[src/rtl/pdm_mic_rx_if.sv]
// pdm_mic_rx_if: microphone pins and decimated sample stream of pdm_mic_rx
interface pdm_mic_rx_if;
    logic       enable;
    logic       M_CLK;
    logic       M_DATA;
    logic       M_LRSEL;
    logic [7:0] value;
    logic       valid;
    logic       running;
    modport master (input enable, M_DATA, output M_CLK, M_LRSEL, value, valid, running);
    modport slave  (output enable, M_DATA, input M_CLK, M_LRSEL, value, valid, running);
endinterface

[src/rtl/pdm_mic_rx.sv]
// pdm_mic_rx: PDM mic clock + 2nd-order CIC decimator to 8-bit samples; `define PDM_RX_SIGNED_EN for signed output
module pdm_mic_rx #(
    parameter int CLK_DIV    = 50,
    parameter int DECIM_LOG2 = 6
) (
    input  logic         clk,
    input  logic         reset_n,
    pdm_mic_rx_if.master bus
);
    localparam int W  = 2 * DECIM_LOG2 + 1;
    localparam int DW = $clog2(CLK_DIV);
    localparam logic [DW-1:0] DIV_LAST = DW'(CLK_DIV - 1);
    localparam logic [W-1:0]  SAT_MAX  = {1'b0, {(W-1){1'b1}}};
`ifdef PDM_RX_SIGNED_EN
    localparam logic [7:0] VALUE_RST = 8'h00;
`else
    localparam logic [7:0] VALUE_RST = 8'h80;
`endif
    typedef enum logic [1:0] {IDLE, SETTLE, RUN} state_t;
    state_t state, state_nxt;
    logic [1:0]            sync;
    logic [DW-1:0]         div_cnt;
    logic                  m_clk;
    logic [DECIM_LOG2-1:0] dec_cnt;
    logic                  settle_cnt;
    logic [W-1:0]          i1, i2, i2_d, c1_d, i1_nxt, i2_nxt, c1, c2;
    logic [7:0]            usat, sample, sample_nxt;
    logic                  valid_q, cap, dec_done;
    // A bit is captured on the M_CLK falling edge; the R-th capture closes a decimation window
    assign cap      = state != IDLE && div_cnt == DIV_LAST && m_clk;
    assign dec_done = cap && &dec_cnt;
    assign i1_nxt   = i1 + W'(sync[1]);
    assign i2_nxt   = i2 + i1_nxt;
    assign c1       = i2_nxt - i2_d;
    assign c2       = c1 - c1_d;
    assign usat     = c2 > SAT_MAX ? 8'hFF : c2[W-2 -: 8];
`ifdef PDM_RX_SIGNED_EN
    assign sample_nxt = {~usat[7], usat[6:0]};
`else
    assign sample_nxt = usat;
`endif
    // Two-flop synchronizer for the asynchronous PDM data
    always_ff @(posedge clk or negedge reset_n) begin
        if (!reset_n) sync <= '0;
        else          sync <= {sync[0], bus.M_DATA};
    end
    // State register
    always_ff @(posedge clk or negedge reset_n) begin
        if (!reset_n) state <= IDLE;
        else          state <= state_nxt;
    end
    // Next state: disable always wins; SETTLE ends after its second decimation result
    always_comb begin
        state_nxt = !bus.enable ? IDLE :
                    state == IDLE ? SETTLE :
                    (state == SETTLE && dec_done && settle_cnt) ? RUN : state;
    end
    // Outputs driven from state and datapath registers
    always_comb begin
        bus.M_CLK   = m_clk;
        bus.M_LRSEL = 1'b0;
        bus.running = state == RUN;
        bus.value   = sample;
        bus.valid   = valid_q;
    end
    // Divider, CIC integrators/combs and output sample; filter state clears on the way to IDLE, sample holds
    always_ff @(posedge clk or negedge reset_n) begin
        if (!reset_n) begin
            div_cnt    <= '0;
            m_clk      <= 1'b0;
            dec_cnt    <= '0;
            settle_cnt <= 1'b0;
            i1         <= '0;
            i2         <= '0;
            i2_d       <= '0;
            c1_d       <= '0;
            sample     <= VALUE_RST;
            valid_q    <= 1'b0;
        end else begin
            valid_q <= dec_done && state == RUN && state_nxt == RUN;
            if (dec_done && state == RUN && state_nxt == RUN) sample <= sample_nxt;
            if (state_nxt == IDLE) begin
                div_cnt    <= '0;
                m_clk      <= 1'b0;
                dec_cnt    <= '0;
                settle_cnt <= 1'b0;
                i1         <= '0;
                i2         <= '0;
                i2_d       <= '0;
                c1_d       <= '0;
            end else if (state != IDLE) begin
                div_cnt <= div_cnt == DIV_LAST ? '0 : div_cnt + DW'(1);
                if (div_cnt == DIV_LAST) m_clk <= ~m_clk;
                if (cap) begin
                    i1      <= i1_nxt;
                    i2      <= i2_nxt;
                    dec_cnt <= dec_cnt + DECIM_LOG2'(1);
                end
                if (dec_done) begin
                    i2_d       <= i2_nxt;
                    c1_d       <= c1;
                    settle_cnt <= 1'b1;
                end
            end
        end
    end
endmodule

[src/flat_wrapper.sv]
// flat-port wrapper written by rule: the top's interface ports become plain ports
module pdm_mic_rx_flat 
#(
    parameter int CLK_DIV    = 50,
    parameter int DECIM_LOG2 = 6
)
  (clk, reset_n, bus_enable, bus_M_DATA, bus_M_CLK, bus_M_LRSEL, bus_value, bus_valid, bus_running);
  pdm_mic_rx_if bus_i ();
  input  logic clk;
  input  logic reset_n;
  input wire logic [$bits(bus_i.enable)-1:0] bus_enable;
  input wire logic [$bits(bus_i.M_DATA)-1:0] bus_M_DATA;
  output wire logic [$bits(bus_i.M_CLK)-1:0] bus_M_CLK;
  output wire logic [$bits(bus_i.M_LRSEL)-1:0] bus_M_LRSEL;
  output wire logic [$bits(bus_i.value)-1:0] bus_value;
  output wire logic [$bits(bus_i.valid)-1:0] bus_valid;
  output wire logic [$bits(bus_i.running)-1:0] bus_running;
  assign bus_i.enable = bus_enable;
  assign bus_i.M_DATA = bus_M_DATA;
  assign bus_M_CLK = bus_i.M_CLK;
  assign bus_M_LRSEL = bus_i.M_LRSEL;
  assign bus_value = bus_i.value;
  assign bus_valid = bus_i.valid;
  assign bus_running = bus_i.running;
  pdm_mic_rx #(.CLK_DIV(CLK_DIV), .DECIM_LOG2(DECIM_LOG2)) u_core (.clk(clk), .reset_n(reset_n), .bus(bus_i));
endmodule
[config.mk]
export PLATFORM = sky130hd
export DESIGN_NAME = pdm_mic_rx_flat
export DESIGN_NICKNAME = d
export VERILOG_FILES = /design/src/rtl/pdm_mic_rx_if.sv /design/src/rtl/pdm_mic_rx.sv /design/src/flat_wrapper.sv
export SDC_FILE = /design/constraint.sdc
export NUM_CORES = 1
export LEC_CHECK = 0
export ABC_CLOCK_PERIOD_IN_PS = 14550
export CORE_UTILIZATION = 60
export CTS_BUF_LIST = sky130_fd_sc_hd__clkbuf_16
export CTS_CLUSTER_DIAMETER = 80
export CTS_CLUSTER_SIZE = 30
export DETAILED_ROUTE_END_ITERATION = 12
export DONT_BUFFER_PORTS = 1
export HOLD_SLACK_MARGIN = 0.06
export PLACE_DENSITY = 0.76
export SYNTH_ARGS = -nofsm -noshare
export SYNTH_HDL_FRONTEND = slang
export SYNTH_SLANG_ARGS = --single-unit
[constraint.sdc]
create_clock -name clk -period 14.55 [get_ports clk]
set_input_delay 1.455 -clock clk [delete_from_list [all_inputs] [get_ports clk]]
set_output_delay 1.455 -clock clk [all_outputs]
set_load 0.05 [all_outputs]
==> run summary <==
fmax - 189 MHz
height of the die - 95.7 um
# placed instances - 673
final std cells w/o fill - 689
Floorplan Core Area - 8340 sq um
count leader, synth - nand2_1
vias in the first global route - 3988
Crit path required time - 14810 ps
Top Ports - 16
crit path max fanout - 8
setup bufs post-CTS - 0
root buf cell - clkbuf_16
Yosys top cell area share - 37.1%
GR Util All Layers - 26.1%
Hold WC Path Type - register to register
Yosys top cell by area - dfrtp_1
wire per inst - 15.7 um
Seq cells post-synth - 79
library cells used by synthesis - 57
main flop type after synthesis - dfrtp_1
Clock Latency Late Sink - 340 ps
Final Setup Violations - 0
DRT Pass-1 Iters - 5
R2R setup slack - 9250 ps
antenna violations before repair - 0
final hold viol count - 0
Setup TNS Final - 0 ps
CTS resizes - 0
Clock Tree Buf Depth - 2
share of layout cells above drive strength 1 - 4.45%
# Max-Cap Violations - 0
CP peak stage delay - 440 ps
Slew HR - 30.0%
Core Util, Final - 67.5%
leakage - 2.53 nW
Slew @ Worst Pin - 1050 ps
largest net degree at the start of global routing - 80
Synth top cells by count - nand2_1, dfrtp_1, ha_1, inv_1
NumNets Final - 628
n_diodes - 0
antenna viol nets, final - 0
final-report max-slew violation count - 0
CP Data Arrival Time - 5560 ps
synth warn - 0
GRT overflow - 0
vias per cell - 5.94
PwrDens - 82.2 nW/um^2
Crit Path Category - register to register
# hold bufs at CTS - 0
Worst-path clk slew - 60 ps
ys async rst share - 100%
Clock Sinks - 79
hpwl dp - 7390 um
residual DRC count - 0
initial detailed-routing violation count - 167
Row Count - 33
Die ar. - 9150 sq um
final RePlAce weighted congestion - 0.885
Post-Syn Area - 5260 sq um
CTS tree - built
WL final - 10800 um
Post-Syn Area per Cell - 8.97 sq um
H-Tree Depth - 3
CTS Buf Count - 9
period utilization - 36.4%
synth top area cells - dfrtp_1, ha_1, nand2_1
Critical Path Source Type - register
starting density of the core - 63.1%
Die W - 95.7 um
endpoint class of the critical path - register
first-pass GRT wire length - 18500 um
Worst Skew - 8.44 ps
EDFF count, synth - 0
RSZ-0062 raised after global routing - no
sequential area share after synthesis - 37.6%
Net Count, Synth - 636
Period minus WS final - 5300 ps
Cells after Synth - 587
status - complete, no violations
Peak supply drop - 0.0579 mV
P&R area growth vs syn - 6.96%
Vias - 4090
IO Port Bufs - 0
crit-path cells - ha_1, ha_1, fa_1, a21o_1, a21oi_1, xnor2_1, ha_1, o21a_1, o31a_1, o21a_1, o21a_1, o21a_1, nor2_1, xnor2_1, ha_1, a21o_1, a21oi_1, o21ai_0, a21o_1, a21oi_1, xor3_2, a31oi_1
Critical-path top delay cell - fa_1
-- layout make-up --
class	count	area (sq um)
Clock buffer	9	225
Clock inverter	7	80.1
Fill cell	673	2710
Inverter	36	135
Multi-Input combinational cell	451	3070
Sequential cell	79	1980
Tap cell	105	131
Timing Repair Buffer	2	15.0
-- power breakdown --
| part | switching, mW | internal [mW] |
|---|---|---|
| clock network | 0.0888 | 0.148 |
| registers | 0.000757 | 0.221 |
| logic | 0.00244 | 0.00241 |
| total | 0.0920 | 0.371 |
-- layer usage --
layer / up-vias / wire, um / global-route usage [%]
met4: 0 / 191 / 9.45
met2: 69 / 5200 / 43.3
met1: 1987 / 5110 / 35.0
met3: 19 / 321 / 3.27
li1: 2015 / - / -
met5: - / 0 / 0
-- registers in the layout (all words and copies together), names as in the netlist --
name               count
u_core.div_cnt         6
u_core.settle_cnt      1
u_core.i2             13
u_core.state           2
u_core.dec_cnt         6
u_core.i2_d           13
u_core.bus.value       8
u_core.i1             13
u_core.c1_d           13
u_core.bus.M_CLK       1
u_core.bus.valid       1
u_core.sync            2
-- layout by cell type (no fill, tap or decap), types with 4 or more instances in the layout --
cell | netlist | layout
a21oi_1 | 20 | 20
dfrtp_1 | 78 | 78
and2_1 | 17 | 17
nor2_1 | 34 | 34
clkbuf_16 | 0 | 9
or3_1 | 4 | 4
xnor2_1 | 34 | 34
a21o_1 | 10 | 10
o21a_1 | 14 | 14
nor3_1 | 7 | 7
inv_1 | 36 | 38
a21boi_0 | 33 | 33
nor2b_1 | 10 | 10
ha_1 | 42 | 42
a31oi_1 | 13 | 13
nand2_1 | 92 | 92
o21ai_0 | 27 | 27
nand2b_1 | 5 | 5
xor2_1 | 18 | 18
nand4_1 | 4 | 4
and3_1 | 4 | 4
nand3_1 | 16 | 16
-- metrics by stage --
stage / setup WS, ps / total power, mW / area, sq um / hold slack, ps
after floorplan: 9680 / 0.232 / 5260 / 331
after global placement: 9410 / 0.230 / 5330 / 341
after detailed placement: 9300 / 0.230 / 5330 / 335
after CTS: 9240 / 0.465 / 5630 / 348
after global routing: 8890 / 0.474 / 5630 / 383
final: 9250 / 0.463 / 5630 / 348
-- worst max-delay path: cells and delay by family, from the launching register on --
family	cells	cell delay, ps
DFF	1	400
and+or+nand+nor	1	110
xor gates and xnor gates	3	790
AOI/OAI and AO/OA	13	2250
adders and majority gates	5	1670
-- cell families after synthesis --
kind of cell	after synthesis	share of synthesized area (%)
flops	79	37.6
buf+inv	57	4.18
other cells	1	0.0712
fa+ha+maj	45	11.1
mux	2	0.380
xor+xnor	53	9.13
compound gates	140	18.0
simple gates	210	19.5
-- path summary, 6_finish.rpt --
path | from | to | cells after the start
hold / removal | u_core.sync[0]$_DFF_PN0_ | u_core.sync[1]$_DFF_PN0_ | 0
min in group asynchronous | reset_n | u_core.bus.value[1]$_DFFE_PN0P_ | 0
max in group asynchronous | reset_n | u_core.dec_cnt[1]$_DFFE_PN0P_ | 0
setup reg to reg | u_core.i1[0]$_DFFE_PN0P_ | u_core.bus.value[2]$_DFFE_PN0P_ | 22
hold reg to reg | u_core.sync[0]$_DFF_PN0_ | u_core.sync[1]$_DFF_PN0_ | 0
setup / recovery | u_core.i1[0]$_DFFE_PN0P_ | u_core.bus.value[2]$_DFFE_PN0P_ | 22
(Power assumes the default switching activity.)
